[src/rtl/mult_defs.sv]
// Shared definitions for the mult8_seq shift-and-add multiplier.
// Holds the FSM state encodings and the iteration count used to size
// and terminate the RUN phase.
package mult_defs;

  // FSM state encodings (2 bits)
  localparam logic [1:0] StIdle = 2'd0;
  localparam logic [1:0] StRun  = 2'd1;
  localparam logic [1:0] StDone = 2'd2;

  // One RUN cycle per multiplier bit
  localparam int unsigned Iterations = 8;
  localparam int unsigned CntWidth   = $clog2(Iterations);
  localparam logic [CntWidth-1:0] CntLast = CntWidth'(Iterations - 1);

endpackage

[src/rtl/adder8.sv]
// 8-bit ripple-carry adder used as the single add stage of mult8_seq.
// Ports:
//   x, y  : 8-bit addends
//   cin   : carry in
//   sum   : 8-bit sum
//   cout  : carry out of bit 7
module adder8 (
  input  logic [7:0] x,
  input  logic [7:0] y,
  input  logic       cin,
  output logic [7:0] sum,
  output logic       cout
);

  always_comb begin
    logic [8:0] c;
    c    = '0;
    sum  = '0;
    c[0] = cin;
    for (int i = 0; i < 8; i++) begin
      sum[i]   = x[i] ^ y[i] ^ c[i];
      c[i+1]   = (x[i] & y[i]) | (x[i] & c[i]) | (y[i] & c[i]);
    end
    cout = c[8];
  end

endmodule

[src/rtl/mult8_seq.sv]
// Sequential 8x8 unsigned shift-and-add multiplier.
// A accepted start loads the multiplier into the low half of acc; each of
// eight RUN cycles conditionally adds mcand into the high half and shifts
// right, so after eight cycles acc holds the full 16-bit product.
// Ports:
//   clk     : clock, rising edge
//   rst     : synchronous active-high reset
//   start   : request a multiply (accepted in IDLE or DONE)
//   a, b    : multiplicand / multiplier, sampled on accept
//   busy    : high during the eight RUN cycles
//   done    : one-cycle pulse, product valid
//   product : registered result, held until the next DONE
module mult8_seq
  import mult_defs::*;
#(
  parameter int unsigned WIDTH = 8
) (
  input  logic                 clk,
  input  logic                 rst,
  input  logic                 start,
  input  logic [WIDTH-1:0]     a,
  input  logic [WIDTH-1:0]     b,
  output logic                 busy,
  output logic                 done,
  output logic [2*WIDTH-1:0]   product
);

  logic [1:0]           state_q, state_d;
  logic [WIDTH-1:0]     mcand_q, mcand_d;
  logic [2*WIDTH-1:0]   acc_q, acc_d;
  logic [CntWidth-1:0]  cnt_q, cnt_d;
  logic [2*WIDTH-1:0]   product_q, product_d;

  logic [WIDTH-1:0]     add_sum;
  logic                 add_cout;
  logic [2*WIDTH-1:0]   acc_shift;

  adder8 u_adder8 (
    .x    (acc_q[2*WIDTH-1:WIDTH]),
    .y    (mcand_q),
    .cin  (1'b0),
    .sum  (add_sum),
    .cout (add_cout)
  );

  // Carry lands in bit 15 so the partial product can never overflow.
  assign acc_shift = acc_q[0] ? {add_cout, add_sum, acc_q[WIDTH-1:1]}
                              : {1'b0, acc_q[2*WIDTH-1:1]};

  always_comb begin
    state_d   = state_q;
    mcand_d   = mcand_q;
    acc_d     = acc_q;
    cnt_d     = cnt_q;
    product_d = product_q;
    case (state_q)
      StIdle, StDone: begin
        if (start) begin
          state_d = StRun;
          mcand_d = a;
          acc_d   = {{WIDTH{1'b0}}, b};
          cnt_d   = '0;
        end else begin
          state_d = StIdle;
        end
      end
      StRun: begin
        acc_d = acc_shift;
        cnt_d = cnt_q + CntWidth'(1);
        if (cnt_q == CntLast) begin
          state_d   = StDone;
          product_d = acc_shift;
        end
      end
      default: state_d = StIdle;
    endcase
  end

  always_ff @(posedge clk) begin
    if (rst) begin
      state_q   <= StIdle;
      mcand_q   <= '0;
      acc_q     <= '0;
      cnt_q     <= '0;
      product_q <= '0;
    end else begin
      state_q   <= state_d;
      mcand_q   <= mcand_d;
      acc_q     <= acc_d;
      cnt_q     <= cnt_d;
      product_q <= product_d;
    end
  end

  assign busy    = (state_q == StRun);
  assign done    = (state_q == StDone);
  assign product = product_q;

endmodule
[config.mk]
export PLATFORM = sky130hd
export DESIGN_NAME = mult8_seq
export DESIGN_NICKNAME = d
export VERILOG_FILES = /design/src/rtl/mult_defs.sv /design/src/rtl/adder8.sv /design/src/rtl/mult8_seq.sv
export SDC_FILE = /design/constraint.sdc
export NUM_CORES = 1
export LEC_CHECK = 0
export ABC_AREA = 1
export CAP_MARGIN = 20
export CORE_MARGIN = 2
export CORE_UTILIZATION = 35
export DETAILED_ROUTE_END_ITERATION = 6
export GPL_ROUTABILITY_DRIVEN = 0
export HOLD_SLACK_MARGIN = 0.12
export PLACE_DENSITY_LB_ADDON = 0.05
export SYNTH_ARGS = -nofsm -noshare
export SYNTH_HDL_FRONTEND = slang
export SYNTH_HIERARCHICAL = 1
export SYNTH_SLANG_ARGS = --single-unit
[constraint.sdc]
create_clock -name clk -period 3.3 [get_ports clk]
set_input_delay 0.99 -clock clk [delete_from_list [all_inputs] [get_ports clk]]
set_output_delay 0.99 -clock clk [all_outputs]
set_load 0.02 [all_outputs]
# ---- Word level (Yosys, flattened, before mapping)
# Cells that the tools add are included.
# Widths: inputs -> output; s select.
dict set report totals {
  output_inout_bits 18
  regBits 45
  input_bits 19
}
dict set report op_classes {
  bitwise_logic 51
  muxes 8
  n_reduce_logical 6
  eq_ne 5
  n_addsub 1
}
# operator n
set ops {}
lappend ops {{$mux 16} 2}
lappend ops {{$pmux 16 s2} 1}
lappend ops {{$and 1x1->1} 22}
lappend ops {{$xor 1x1->1} 15}
lappend ops {{$or 1x1->1} 14}
lappend ops {{$pmux 3 s2} 1}
lappend ops {{$reduce_and 2->1} 3}
lappend ops {{$pmux 2 s2} 1}
lappend ops {{$add 3x1->3 const B} 1}
lappend ops {{$eq 3x3->1 const B} 1}
lappend ops {{$mux 3} 1}
lappend ops {{$eq 2x1->1 const B} 1}
lappend ops {{$eq 2x2->1 const B} 1}
lappend ops {{$logic_not 2->1} 1}
lappend ops {{$mux 2} 1}
lappend ops {{$ne 2x1->1 const B} 1}
lappend ops {{$ne 2x2->1 const B} 1}
lappend ops {{$reduce_bool 2->1} 1}
lappend ops {{$reduce_or 2->1} 1}
lappend ops {{$mux 1} 1}

# ---- Depth between registers and ports, before layout
# Gate-level depths: netlist of run 1.
dict set report logic_depth {
  depth_word 24
  depth_mapped 16
  mapped_depth_nobuf 16
}

# ---- Cells and area by module
# The synthesis of run 1 kept the hierarchy.
# module area_per_inst_um2 seq_area_each_um2 cells_per_inst instances
set by_module_without_submodules {}
lappend by_module_without_submodules {mult8_seq 1919.3 900.9 251 1}
lappend by_module_without_submodules {adder8 197.7 0.0 18 1}

# ---- Worst setup path before layout of run 1
# OpenSTA, ideal clock, no wires.
dict set report synth_path {
  path_kind {register to register}
  from {register acc_q[8]}
  to {register acc_q[14]}
  setup_time_ns 0.071
  t_arrival_ns 3.612
  n_path_buf 0
  stages_incl_launch_ff 17
  path_slack_ns -0.382
  period_less_slack_ns 3.682
  required_time_ns 3.229
  cell_sequence {dfxtp_1 > inv_1 > fa_1 > inv_1 > fa_1 > fa_1 > fa_1 > fa_1 > fa_1 > fa_1 > inv_1 > fa_1 > inv_1 > nand2_1 > nand2_1 > nand2_1 > a21oi_2}
}
dict set report synth_via {
  elab_chain_len 22
  word_cells_on_any_way 28
  classes_between {mux (2); bitwise (26)}
}
# item line_no
set synth_lines {}
lappend synth_lines {{from (decl)} mult8_seq.sv:30} ;# logic [2*WIDTH-1:0] acc_q, acc_d;
lappend synth_lines {{from (signal assigned)} mult8_seq.sv:83} ;# acc_q <= '0;
lappend synth_lines {{from (signal assigned)} mult8_seq.sv:89} ;# acc_q <= acc_d;
lappend synth_lines {{$and 1x1->1 (*)} adder8.sv:22} ;# c[i+1] = (x[i] & y[i]) | (x[i] & c[i]) | (y[i] & c[i]);
lappend synth_lines {{$and 1x1->1} adder8.sv:22}
lappend synth_lines {{$or 1x1->1} adder8.sv:22}
lappend synth_lines {{$or 1x1->1 (*)} adder8.sv:22}
lappend synth_lines {{$and 1x1->1} adder8.sv:22}
lappend synth_lines {{$or 1x1->1} adder8.sv:22}
lappend synth_lines {{$or 1x1->1 (*)} adder8.sv:22}
lappend synth_lines {{$and 1x1->1} adder8.sv:22}
lappend synth_lines {{[7 not listed]} --}
lappend synth_lines {{$or 1x1->1 (*)} adder8.sv:22}
lappend synth_lines {{$and 1x1->1} adder8.sv:22}
lappend synth_lines {{$or 1x1->1} adder8.sv:22}
lappend synth_lines {{$or 1x1->1 (*)} adder8.sv:22}
lappend synth_lines {{$xor 1x1->1 (*)} adder8.sv:21} ;# sum[i] = x[i] ^ y[i] ^ c[i];
lappend synth_lines {{via add_sum[7]} mult8_seq.sv:34} ;# logic [WIDTH-1:0] add_sum;
lappend synth_lines {{$mux 16 (*)} mult8_seq.sv:47} ;# assign acc_shift = acc_q[0] ? {add_cout, add_sum, acc_q[WIDTH-1:1]}
lappend synth_lines {{$pmux 16 s2 (*)} mult8_seq.sv:56} ;# case (state_q)
# The timed path passes the listed nets; every way through them passes the cells marked *.
# A chain may end at the register's enable or synchronous reset.

# ---- Final worst setup path of run 1
dict set report layout_path {
  from {register mcand_q[0]}
  to {register acc_q[14]}
}
dict set report layout_via {
  elab_chain_len 22
  word_cells_on_any_way 28
  classes_between {mux (2); bitwise (26)}
}
# item line_no
set layout_lines {}
lappend layout_lines {{from (decl)} mult8_seq.sv:29} ;# logic [WIDTH-1:0] mcand_q, mcand_d;
lappend layout_lines {{from (signal assigned)} mult8_seq.sv:88} ;# mcand_q <= mcand_d;
lappend layout_lines {{$and 1x1->1 (*)} adder8.sv:22}
lappend layout_lines {{$and 1x1->1} adder8.sv:22}
lappend layout_lines {{$or 1x1->1} adder8.sv:22}
lappend layout_lines {{$or 1x1->1 (*)} adder8.sv:22}
lappend layout_lines {{$and 1x1->1} adder8.sv:22}
lappend layout_lines {{$or 1x1->1} adder8.sv:22}
lappend layout_lines {{$or 1x1->1 (*)} adder8.sv:22}
lappend layout_lines {{$and 1x1->1} adder8.sv:22}
lappend layout_lines {{[7 not listed]} --}
lappend layout_lines {{$or 1x1->1 (*)} adder8.sv:22}
lappend layout_lines {{$and 1x1->1} adder8.sv:22}
lappend layout_lines {{$or 1x1->1} adder8.sv:22}
lappend layout_lines {{$or 1x1->1 (*)} adder8.sv:22}
lappend layout_lines {{$xor 1x1->1 (*)} adder8.sv:21}
lappend layout_lines {{via add_sum[7]} mult8_seq.sv:34}
lappend layout_lines {{$mux 16 (*)} mult8_seq.sv:47}
lappend layout_lines {{$pmux 16 s2 (*)} mult8_seq.sv:56}
# Marked as above.

==> results.json, run 1 <==
{
  "status": "finished with violations",
  "violations": "setup timing",
  "io_buffer_count": 36,
  "dp_slack_ns": -0.252,
  "cts.sinks": 45,
  "max_freq_ghz": 0.284,
  "cts.clk_slew.worst_paths_ns": 0.08,
  "min_path_cells": 2,
  "p_sw_w": 0.000286,
  "yosys.area_share.adder": 0.0875,
  "rows": 28,
  "antenna_cells": 0,
  "synth-simple-area-share": 0.287,
  "path_max_fanout": 2,
  "synth_area_um2": 2120,
  "synthMuxAreaShare": 0,
  "synthCells": 269,
  "power.share.clock": 0.322,
  "insertion_delay_ns": 0.29,
  "final_cell_mix": "74 x nand2_1, 43 x dfxtp_1, 36 x clkdlybuf4s50_1",
  "swShare": 0.266,
  "synth-xor-area-share": 0,
  "cp_data_required_time_ns": 3.54,
  "finalCritPeriodShare": 1.07,
  "start_util": 0.360,
  "timing.final.ws_setup_ns": -0.221,
  "pwr-share-comb": 0.134,
  "cts_tree": "done",
  "post-route-drc-count": 0,
  "antenna_found_initial": 0,
  "totalWireLength_mm": 4.54,
  "drtAntennaViolNets": 0,
  "cp_slowest_cell": "fa_1",
  "grt.total_usage": 0.157,
  "reg2reg_from": "mcand_q[0]",
  "yosysWarnings": 6,
  "grt_pass1_vias": 1710,
  "post-cts-setup-buffers": 0,
  "fin_crit_ns": 3.52,
  "start_kind": "flip-flop",
  "nFillCells": 610,
  "rsz0062_at_grt": "yes",
  "r2r_end": "acc_q[14]",
  "power_leakage_nw": 1.14,
  "hold_class": "flip-flop to flip-flop",
  "rrSetupSlack_ns": -0.22,
  "grt_max_degree": 24,
  "final_cells": 381,
  "cp_num_cells": 16,
  "syn_to_final_growth_pct": 24.3,
  "ys_ff_latch": 45,
  "cts_buffer_depth": 2,
  "routed-via-count": 1734,
  "cpPeakStageDelay_ns": 0.39,
  "p_int_w": 0.000789,
  "dp_hpwl_mm": 3.19,
  "layout_commonest_cell": "nand2_1",
  "endpoint_kind": "flip-flop",
  "avgSynthCellArea_um2": 7.87,
  "grt_pass1_wl_mm": 7.93,
  "drive_gt1_frac": 0.173,
  "dr.first_iter.drc_count": 62,
  "vdd_drop_max_mv": 0.165,
  "final-hold-violation-count": 0,
  "holdPathEnd": "product[6]",
  "dieArea_um2": 6690,
  "r2r_cells": 16,
  "fp.coreArea_um2": 5890,
  "worstPathCellList": "inv_2 > fa_1 > inv_1 > fa_2 > fa_2 > fa_2 > fa_2 > fa_2 > fa_2 > inv_2 > fa_1 > inv_1 > nand2_1 > nand2_1 > nand2_1 > a21oi_2",
  "die_x_um": 81.8,
  "synth_cell_types": 24,
  "synth-compound-area-share": 0.103,
  "synth_top_family_by_area": "simple AND/OR/NAND/NOR gates",
  "path_buf_inv": 4,
  "via_per_inst": 4.55,
  "setup.worst_path.class": "flip-flop to flip-flop",
  "cp.arrival_ns": 3.76,
  "io_pins": 37,
  "slew_violations": 0,
  "hold_path_startpoint": "acc_q[7]",
  "utilization": 0.447,
  "pwr-share-seq": 0.545,
  "dr.pass1.iters": 4,
  "cap_viol_max_count": 0,
  "cts-root-buf": "clkbuf_8",
  "worst_path_most_repeated_cell": "fa_2",
  "place_inst": 374,
  "setup_viol": 2,
  "critical_path.top_delay_family": "adder cells",
  "wl_per_cell_um": 11.9,
  "chipHeight_um": 81.8,
  "cts_buffers": 5,
  "hold_buffers": 0,
  "nets": 335,
  "cts-htree-levels": 2,
  "yosysSeqAreaShare": 0.426,
  "p_per_area_nw_per_um2": 408,
  "skew_ns": 0.00738,
  "overflow": 0,
  "synth_nets": 298
}
## cell type report
cell class	instances	area, µm²	share of cell area
inverters	30	120	0.0456
repair buffers	41	398	0.151
flip-flops and latches	45	903	0.343
well taps	75	93.8	0.0357
clock buffers	7	86.3	0.0328
multi-input cells	183	1030	0.391
## flip-flops by register name, summed over array words and instances, names as in the netlist
signal / count
acc_q: 16
cnt_q: 3
mcand_q: 8
product: 16
state_q: 2
## synth_stat cells
cell type | count | share of area
a21oi_1 | 5 | 0.012
a21oi_2 | 10 | 0.041
buf_1 | 1 | 0.0018
buf_12 | 1 | 0.0095
buf_2 | 4 | 0.0095
buf_4 | 1 | 0.0035
buf_6 | 2 | 0.011
clkbuf_1 | 2 | 0.0035
conb_1 | 1 | 0.0018
dfxtp_1 | 45 | 0.43
fa_1 | 8 | 0.076
ha_1 | 2 | 0.012
inv_1 | 25 | 0.044
inv_2 | 3 | 0.0053
inv_4 | 1 | 0.0030
inv_6 | 1 | 0.0041
nand2_1 | 74 | 0.13
nand2_2 | 10 | 0.030
nand2_4 | 4 | 0.021
nand3_1 | 18 | 0.043
nand3_4 | 1 | 0.0083
nor2_1 | 24 | 0.043
nor3_1 | 5 | 0.012
o21ai_0 | 21 | 0.050
## power groups by stage
stage | combinational, W | sequential, W | clock [W]
6_report | 0.000144 | 0.000585 | 0.000346
5_1_grt | 0.000165 | 0.000589 | 0.000380
4_1_cts | 0.000146 | 0.000586 | 0.000364
3_5_place_dp | 0.000146 | 0.000598 | 0
3_3_place_gp | 0.000146 | 0.000598 | 0
2_1_floorplan | 0.000107 | 0.000591 | 0
## worst register-to-register path, stage by stage, from the launching register on
cell	delay (ns)
dfxtp_2	0.33
inv_2	0.05
fa_1	0.16
inv_1	0.05
fa_2	0.33
fa_2	0.34
fa_2	0.34
fa_2	0.34
fa_2	0.35
fa_2	0.34
inv_2	0.06
fa_1	0.39
inv_1	0.06
nand2_1	0.04
nand2_1	0.10
nand2_1	0.06
a21oi_2	0.13
## cells by family after synthesis
| group | after synthesis |
|---|---|
| and+or+nand+nor | 136 |
| DFF | 45 |
| buffers and inverters | 41 |
| AOI/OAI and AO/OA | 36 |
| adders and majority gates | 10 |
| other | 1 |
## layer usage
metal / vias to the layer above / GRT usage / wire [µm]
met2: 25 / 0.249 / 2050
met5: - / 0 / 0
met1: 793 / 0.208 / 2260
met4: 0 / 0.0667 / 100
met3: 7 / 0.0319 / 128
li1: 909 / - / -
## stage by stage
step                      instance area [µm²]  setup TNS (ns)  power (W)  hold slack [ns]
final                                    2630          -0.357    0.00107            0.469
after global routing                     2630           -1.18    0.00113            0.490
after CTS                                2630          -0.408    0.00110            0.471
after detailed placement                 2540          -0.420   0.000744            0.460
after global placement                   2540          -0.376   0.000744            0.456
after floorplan                          2130          -0.199   0.000698            0.428
## how the worst max path moves through the flow
stage	to	startpoint	slack, ns
after floorplan	acc_q[14]	acc_q[8]	-0.15
after global placement	acc_q[14]	mcand_q[0]	-0.23
after detailed placement	acc_q[14]	mcand_q[0]	-0.25
after CTS	acc_q[14]	mcand_q[0]	-0.24
after global routing	acc_q[14]	mcand_q[0]	-0.45
final	acc_q[14]	mcand_q[0]	-0.22
## what timing repair did
item,4_1_cts,5_1_grt
pin swaps,1,3
endpoints found under the setup margin,2,6
hold endpoints to repair,0,0
resized for setup,4,1
No activity file was read; power rests on OpenSTA's default activity.
==> run 2, diff against run 1 <==
Settings changed: ABC_AREA 1 to unset, GPL_TIMING_DRIVEN set to 0.
==> results.json, run 2 <==
{
  "power_leakage_nw": 1.00,
  "grt.total_usage": 0.163,
  "cts_tree": "done",
  "dp_hpwl_mm": 3.34,
  "grt_pass1_vias": 1529,
  "rows": 27,
  "r2r_end": "acc_q[14]",
  "synth_most_common_cell": "nand2_1",
  "vdd_drop_max_mv": 0.207,
  "rsz0062_at_grt": "yes",
  "final-hold-violation-count": 0,
  "cts_buffer_depth": 2,
  "status": "finished with violations",
  "dr.first_iter.drc_count": 71,
  "place_inst": 337,
  "die_x_um": 80.1,
  "synth_flop_cell": "dfxtp_1",
  "hold_class": "flip-flop to flip-flop",
  "cp.arrival_ns": 3.84,
  "netlist_top_cells_area": "dfxtp_1 44%, nand2_1 8.7%, fa_1 7.9%, a21oi_1 5.2%, nor2_1 4.4%",
  "wl_per_cell_um": 14.0,
  "holdPathEnd": "product[1]",
  "timing.final.ws_setup_ns": -0.288,
  "grt_pass1_wl_mm": 7.70,
  "min_path_cells": 2,
  "yosysTopAreaCell": "dfxtp_1",
  "dr.pass1.iters": 4,
  "cpPeakStageDelay_ns": 0.39,
  "synth_cell_types": 24,
  "dieArea_um2": 6420,
  "drtAntennaViolNets": 0,
  "netlist_top_cells_count": "47 x nand2_1, 45 x dfxtp_1, 24 x nor2_1, 21 x a21oi_1, 11 x inv_1",
  "grt_max_degree": 15,
  "routed-via-count": 1663,
  "cp_data_required_time_ns": 3.55,
  "insertion_delay_ns": 0.30,
  "final_cells": 346,
  "totalWireLength_mm": 4.85,
  "via_per_inst": 4.81,
  "worst_path_most_repeated_cell": "fa_2",
  "critical_path.top_delay_family": "adder cells",
  "setup.worst_path.class": "flip-flop to flip-flop",
  "place_area_um2": 2480,
  "synth_area_um2": 2030,
  "skew_ns": 0.0110,
  "synth_edf_count": 0,
  "cts_buffers": 5,
  "path_max_fanout": 2,
  "violations": "setup timing",
  "fin_area_um2": 2640,
  "setup_viol": 4,
  "syn_to_final_growth_pct": 30.1,
  "fin_setup_tns_ns": -0.736,
  "worstPathCellList": "inv_2 > fa_2 > inv_1 > fa_2 > fa_2 > fa_2 > fa_2 > fa_2 > fa_2 > inv_2 > fa_1 > inv_1 > mux2i_2 > nor2_1 > o21ba_2",
  "synthCells": 230,
  "synthArstFlopShare": 0,
  "ys_ff_latch": 45,
  "endpoint_kind": "flip-flop",
  "post-route-drc-count": 0,
  "slew_headroom": 0.586,
  "p_per_area_nw_per_um2": 455,
  "avgSynthCellArea_um2": 8.82,
  "cts-htree-levels": 2,
  "path_buf_inv": 4,
  "io_pins": 37,
  "chipHeight_um": 80.1,
  "reg2reg_from": "mcand_q[0]",
  "cts.clk_slew.worst_paths_ns": 0.09,
  "max_freq_ghz": 0.279,
  "layout_commonest_cell": "nand2_1",
  "hold_path_startpoint": "product[1]",
  "drive_gt1_frac": 0.157,
  "fin_crit_ns": 3.59,
  "overflow": 0,
  "rrSetupSlack_ns": -0.29,
  "yosysSeqAreaShare": 0.444,
  "cp_slowest_cell": "fa_1",
  "yosysWarnings": 6,
  "tightestPinTransition_ns": 0.621,
  "slew_violations": 0,
  "cts.sinks": 45,
  "start_util": 0.366,
  "r2r_cells": 15,
  "nets": 302,
  "antenna_found_initial": 0,
  "utilization": 0.477,
  "cts-root-buf": "clkbuf_8",
  "hold_ws_ns": 0.457,
  "cap_viol_max_count": 0,
  "fp.coreArea_um2": 5540,
  "finalCritPeriodShare": 1.09,
  "synth_top_area_frac": 0.444,
  "start_kind": "flip-flop",
  "antenna_cells": 0,
  "synth_nets": 259,
  "final_cell_mix": "47 x nand2_1, 43 x dfxtp_1, 35 x clkdlybuf4s50_1",
  "io_buffer_count": 35
}
[run 2: cell count changes in the layout (fill, tap and decap cells not counted), moves of 6 or more]
cell	previous run	this run
mux2i_1	0	7
nand2_1	74	47
a21oi_2	10	0
and3_1	0	7
inv_1	21	8
a211oi_1	0	7
a21oi_1	5	21
o21ba_2	0	7
nand3_1	18	7
o21ai_0	21	0
nand2_2	10	0
a311oi_1	0	7
buf_2	0	6
[run 2: routing by layer]
layer | share of wire | vias up | global-route usage
met5 | 0 | - | 0
met4 | 0.014 | 0 | 0.0576
met3 | 0.039 | 6 | 0.0348
met2 | 0.44 | 37 | 0.260
met1 | 0.51 | 776 | 0.216
li1 | - | 844 | -
[run 2: logic make-up (layout without fill, tap and decap cells)]
logic type               Yosys count  count (layout)  share of synthesized area
buffers and inverters             29              73                     0.0758
flip-flops                        45              45                      0.444
other                              1               1                    0.00185
adder cells (fa/ha/maj)           10              10                     0.0912
AND/OR/NAND/NOR                   92              92                      0.194
AO/OA/AOI/OAI                     45              45                      0.154
multiplexers                       8               8                     0.0395
[run 2: worst max path at each step]
stage               slack [ns]  cells after the start  startpoint     endpoint
detailed placement       -0.30                     15  mcand_q[0]    acc_q[14]
global placement         -0.27                     15  mcand_q[0]    acc_q[14]
finish                   -0.29                     15  mcand_q[0]    acc_q[14]
floorplan                -0.15                     15  mcand_q[0]    acc_q[14]
CTS                      -0.32                     14    acc_q[8]  product[14]
global route             -0.44                     15  mcand_q[0]    acc_q[14]
[run 2: worst min-delay path, cell delays in order (launching register included)]
cell     delay (ns)
dfxtp_1        0.31
nand2_1        0.05
a21oi_1        0.05
[run 2: metrics by stage]
stage / setup WS [ns] / total power, W
5_1_grt: -0.440 / 0.00125
3_5_place_dp: -0.298 / 0.000717
6_report: -0.288 / 0.00120
3_3_place_gp: -0.273 / 0.000717
4_1_cts: -0.319 / 0.00121
2_1_floorplan: -0.148 / 0.000666
[run 2: layout make-up]
cell class / count / area (µm²)
clock inverter: 3 / 65.1
fill: 610 / 2900
sequential: 45 / 903
tap: 72 / 90.1
buffer: 18 / 113
multi-input combinational: 156 / 1000
timing repair buffer: 36 / 358
clock buffer: 5 / 68.8
inverter: 11 / 41.3
[run 2: power by group]
| part | total (W) | internal [W] | switching, W |
|---|---|---|---|
| logic | 0.000129 | 0.0000590 | 0.0000697 |
| registers | 0.000576 | 0.000561 | 0.0000143 |
| clock network | 0.000498 | 0.000301 | 0.000197 |
| total | 0.00120 | 0.000921 | 0.000281 |
[run 2: what timing repair did]
| action | 4_1_cts | 5_1_grt |
|---|---|---|
| hold buffers | 0 | 0 |
| gates cloned | 0 | 0 |
| resized for setup | 2 | 5 |
| setup buffers | 1 | 0 |
| endpoints found under the setup margin | 5 | 6 |
| pin swaps | 2 | 1 |
==> run 3, diff against run 2 <==
--- a/config.mk
+++ b/config.mk
@@ -14,2 +14,3 @@
 export HOLD_SLACK_MARGIN = 0.12
+export MAX_ROUTING_LAYER = met4
 export PLACE_DENSITY_LB_ADDON = 0.05
--- a/constraint.sdc
+++ b/constraint.sdc
@@ -3,2 +3,2 @@
 set_output_delay 0.99 -clock clk [all_outputs]
-set_load 0.02 [all_outputs]
+set_load 0.05 [all_outputs]
==> results.json, run 3 (synthesized netlist as in run 2, its figures left out) <==
{
  "skew_ns": 0.0110,
  "dr.pass1.iters": 4,
  "dr.first_iter.drc_count": 74,
  "cap_viol_max_count": 0,
  "timing.final.ws_setup_ns": -0.289,
  "routed-via-count": 1652,
  "final_cell_mix": "47 x nand2_1, 43 x dfxtp_1, 35 x clkdlybuf4s50_1",
  "power_leakage_nw": 1.00,
  "p_total_w": 0.00120,
  "syn_to_final_growth_pct": 30.1,
  "rrSetupSlack_ns": -0.29,
  "grt_pass1_wl_mm": 7.70,
  "post-route-drc-count": 0,
  "rows": 27,
  "path_max_fanout": 2,
  "fp.coreArea_um2": 5540,
  "wl_per_cell_um": 13.9,
  "drive_gt1_frac": 0.157,
  "chipHeight_um": 80.1,
  "tightestPinTransition_ns": 0.619,
  "antenna_cells": 0,
  "p_int_w": 0.000921,
  "crit_path_start": "mcand_q[0]",
  "hold_class": "flip-flop to flip-flop",
  "setup.worst_path.class": "flip-flop to flip-flop",
  "rsz0062_at_grt": "yes",
  "grt_max_degree": 15,
  "endpoint_kind": "flip-flop",
  "totalWireLength_mm": 4.82,
  "setup_viol": 4,
  "reg2reg_from": "mcand_q[0]",
  "slew_violations": 0,
  "io_pins": 37,
  "max_freq_ghz": 0.279,
  "dp_hpwl_mm": 3.34,
  "antenna_found_initial": 0,
  "cts.sinks": 45,
  "r2r_end": "acc_q[14]",
  "layout_commonest_cell": "nand2_1",
  "grt.total_usage": 0.167,
  "r2r_cells": 15,
  "p_sw_w": 0.000280,
  "final-hold-violation-count": 0,
  "pwr-share-seq": 0.479,
  "grt_pass1_vias": 1533,
  "cp.arrival_ns": 3.84,
  "vdd_drop_max_mv": 0.207,
  "hold_buffers": 0,
  "via_per_inst": 4.77,
  "cts_buffers": 5,
  "status": "finished with violations",
  "cts-root-buf": "clkbuf_8",
  "dp_slack_ns": -0.298,
  "fin_crit_ns": 3.59,
  "drtAntennaViolNets": 0,
  "nets": 302,
  "violations": "setup timing",
  "place_inst": 337,
  "io_buffer_count": 35,
  "cts.clk_slew.worst_paths_ns": 0.09,
  "pwr-share-comb": 0.109,
  "p_per_area_nw_per_um2": 455,
  "dieArea_um2": 6420,
  "start_kind": "flip-flop",
  "cts_buffer_depth": 2,
  "die_x_um": 80.1,
  "cts_tree": "done",
  "cts-htree-levels": 2,
  "swShare": 0.233,
  "start_util": 0.366,
  "final_cells": 346,
  "insertion_delay_ns": 0.30,
  "finalCritPeriodShare": 1.09,
  "power.share.clock": 0.412,
  "crit_end": "acc_q[14]",
  "cp_data_required_time_ns": 3.55,
  "overflow": 0,
  "slew_headroom": 0.587
}
[run 3: critical path, cell delays in order, from the launching register on]
cell and delay, ns:
dfxtp_2 0.33, inv_2 0.06, fa_2 0.18, inv_1 0.05, fa_2 0.34, fa_2 0.37
fa_2 0.34, fa_2 0.34, fa_2 0.35, fa_2 0.34, inv_2 0.06, fa_1 0.39
inv_1 0.08, mux2i_2 0.07, nor2_1 0.09, o21ba_2 0.14
[run 3: worst min path at each step]
stage / endpoint / cells past startpoint / startpoint
after floorplan: mcand_q[0] / 2 / mcand_q[0]
after detailed placement: product[15] / 2 / product[15]
after CTS: product[15] / 2 / product[15]
after global placement: product[5] / 2 / product[5]
after global routing: product[5] / 2 / product[5]
final: product[1] / 2 / product[1]
[run 3: area by class of cell]
cell class / instances / area (µm²)
fill: 610 / 2900
multi-input combinational: 156 / 1000
sequential: 45 / 903
timing repair buffer: 36 / 358
buffer: 18 / 113
tap: 72 / 90.1
clock buffer: 5 / 68.8
clock inverter: 3 / 65.1
inverter: 11 / 41.3
[run 3: per-layer routing]
metal / routed length [µm] / GRT usage / share of wire / up-vias
met5: 0 / - / 0 / -
met3: 156 / 0.0326 / 0.032 / 6
met1: 2470 / 0.217 / 0.51 / 771
li1: - / - / - / 846
met4: 65 / 0.0576 / 0.013 / 0
met2: 2130 / 0.260 / 0.44 / 29
[run 3: power groups by stage]
stage	sequential, W	combinational, W	clock, W
2_1_floorplan	0.000585	0.0000831	0
4_1_cts	0.000576	0.000132	0.000510
3_5_place_dp	0.000588	0.000131	0
3_3_place_gp	0.000588	0.000131	0
5_1_grt	0.000578	0.000147	0.000524
6_report	0.000576	0.000131	0.000495
[run 3: repair_timing]
action	CTS	global route
gates resized for setup	2	5
endpoints found under the setup margin	5	6
pin swaps	2	1
setup buffers	1	0
[run 3: through the flow]
stage / instance area [µm²] / utilization / setup TNS, ns / hold WS [ns]
finish: 2640 / 0.477 / -0.739 / 0.456
detailed placement: 2480 / 0.449 / -0.814 / 0.449
global placement: 2480 / 0.449 / -0.693 / 0.442
floorplan: 2040 / - / -0.286 / 0.436
CTS: 2630 / 0.474 / -0.809 / 0.462
global route: 2640 / 0.477 / -1.41 / 0.479
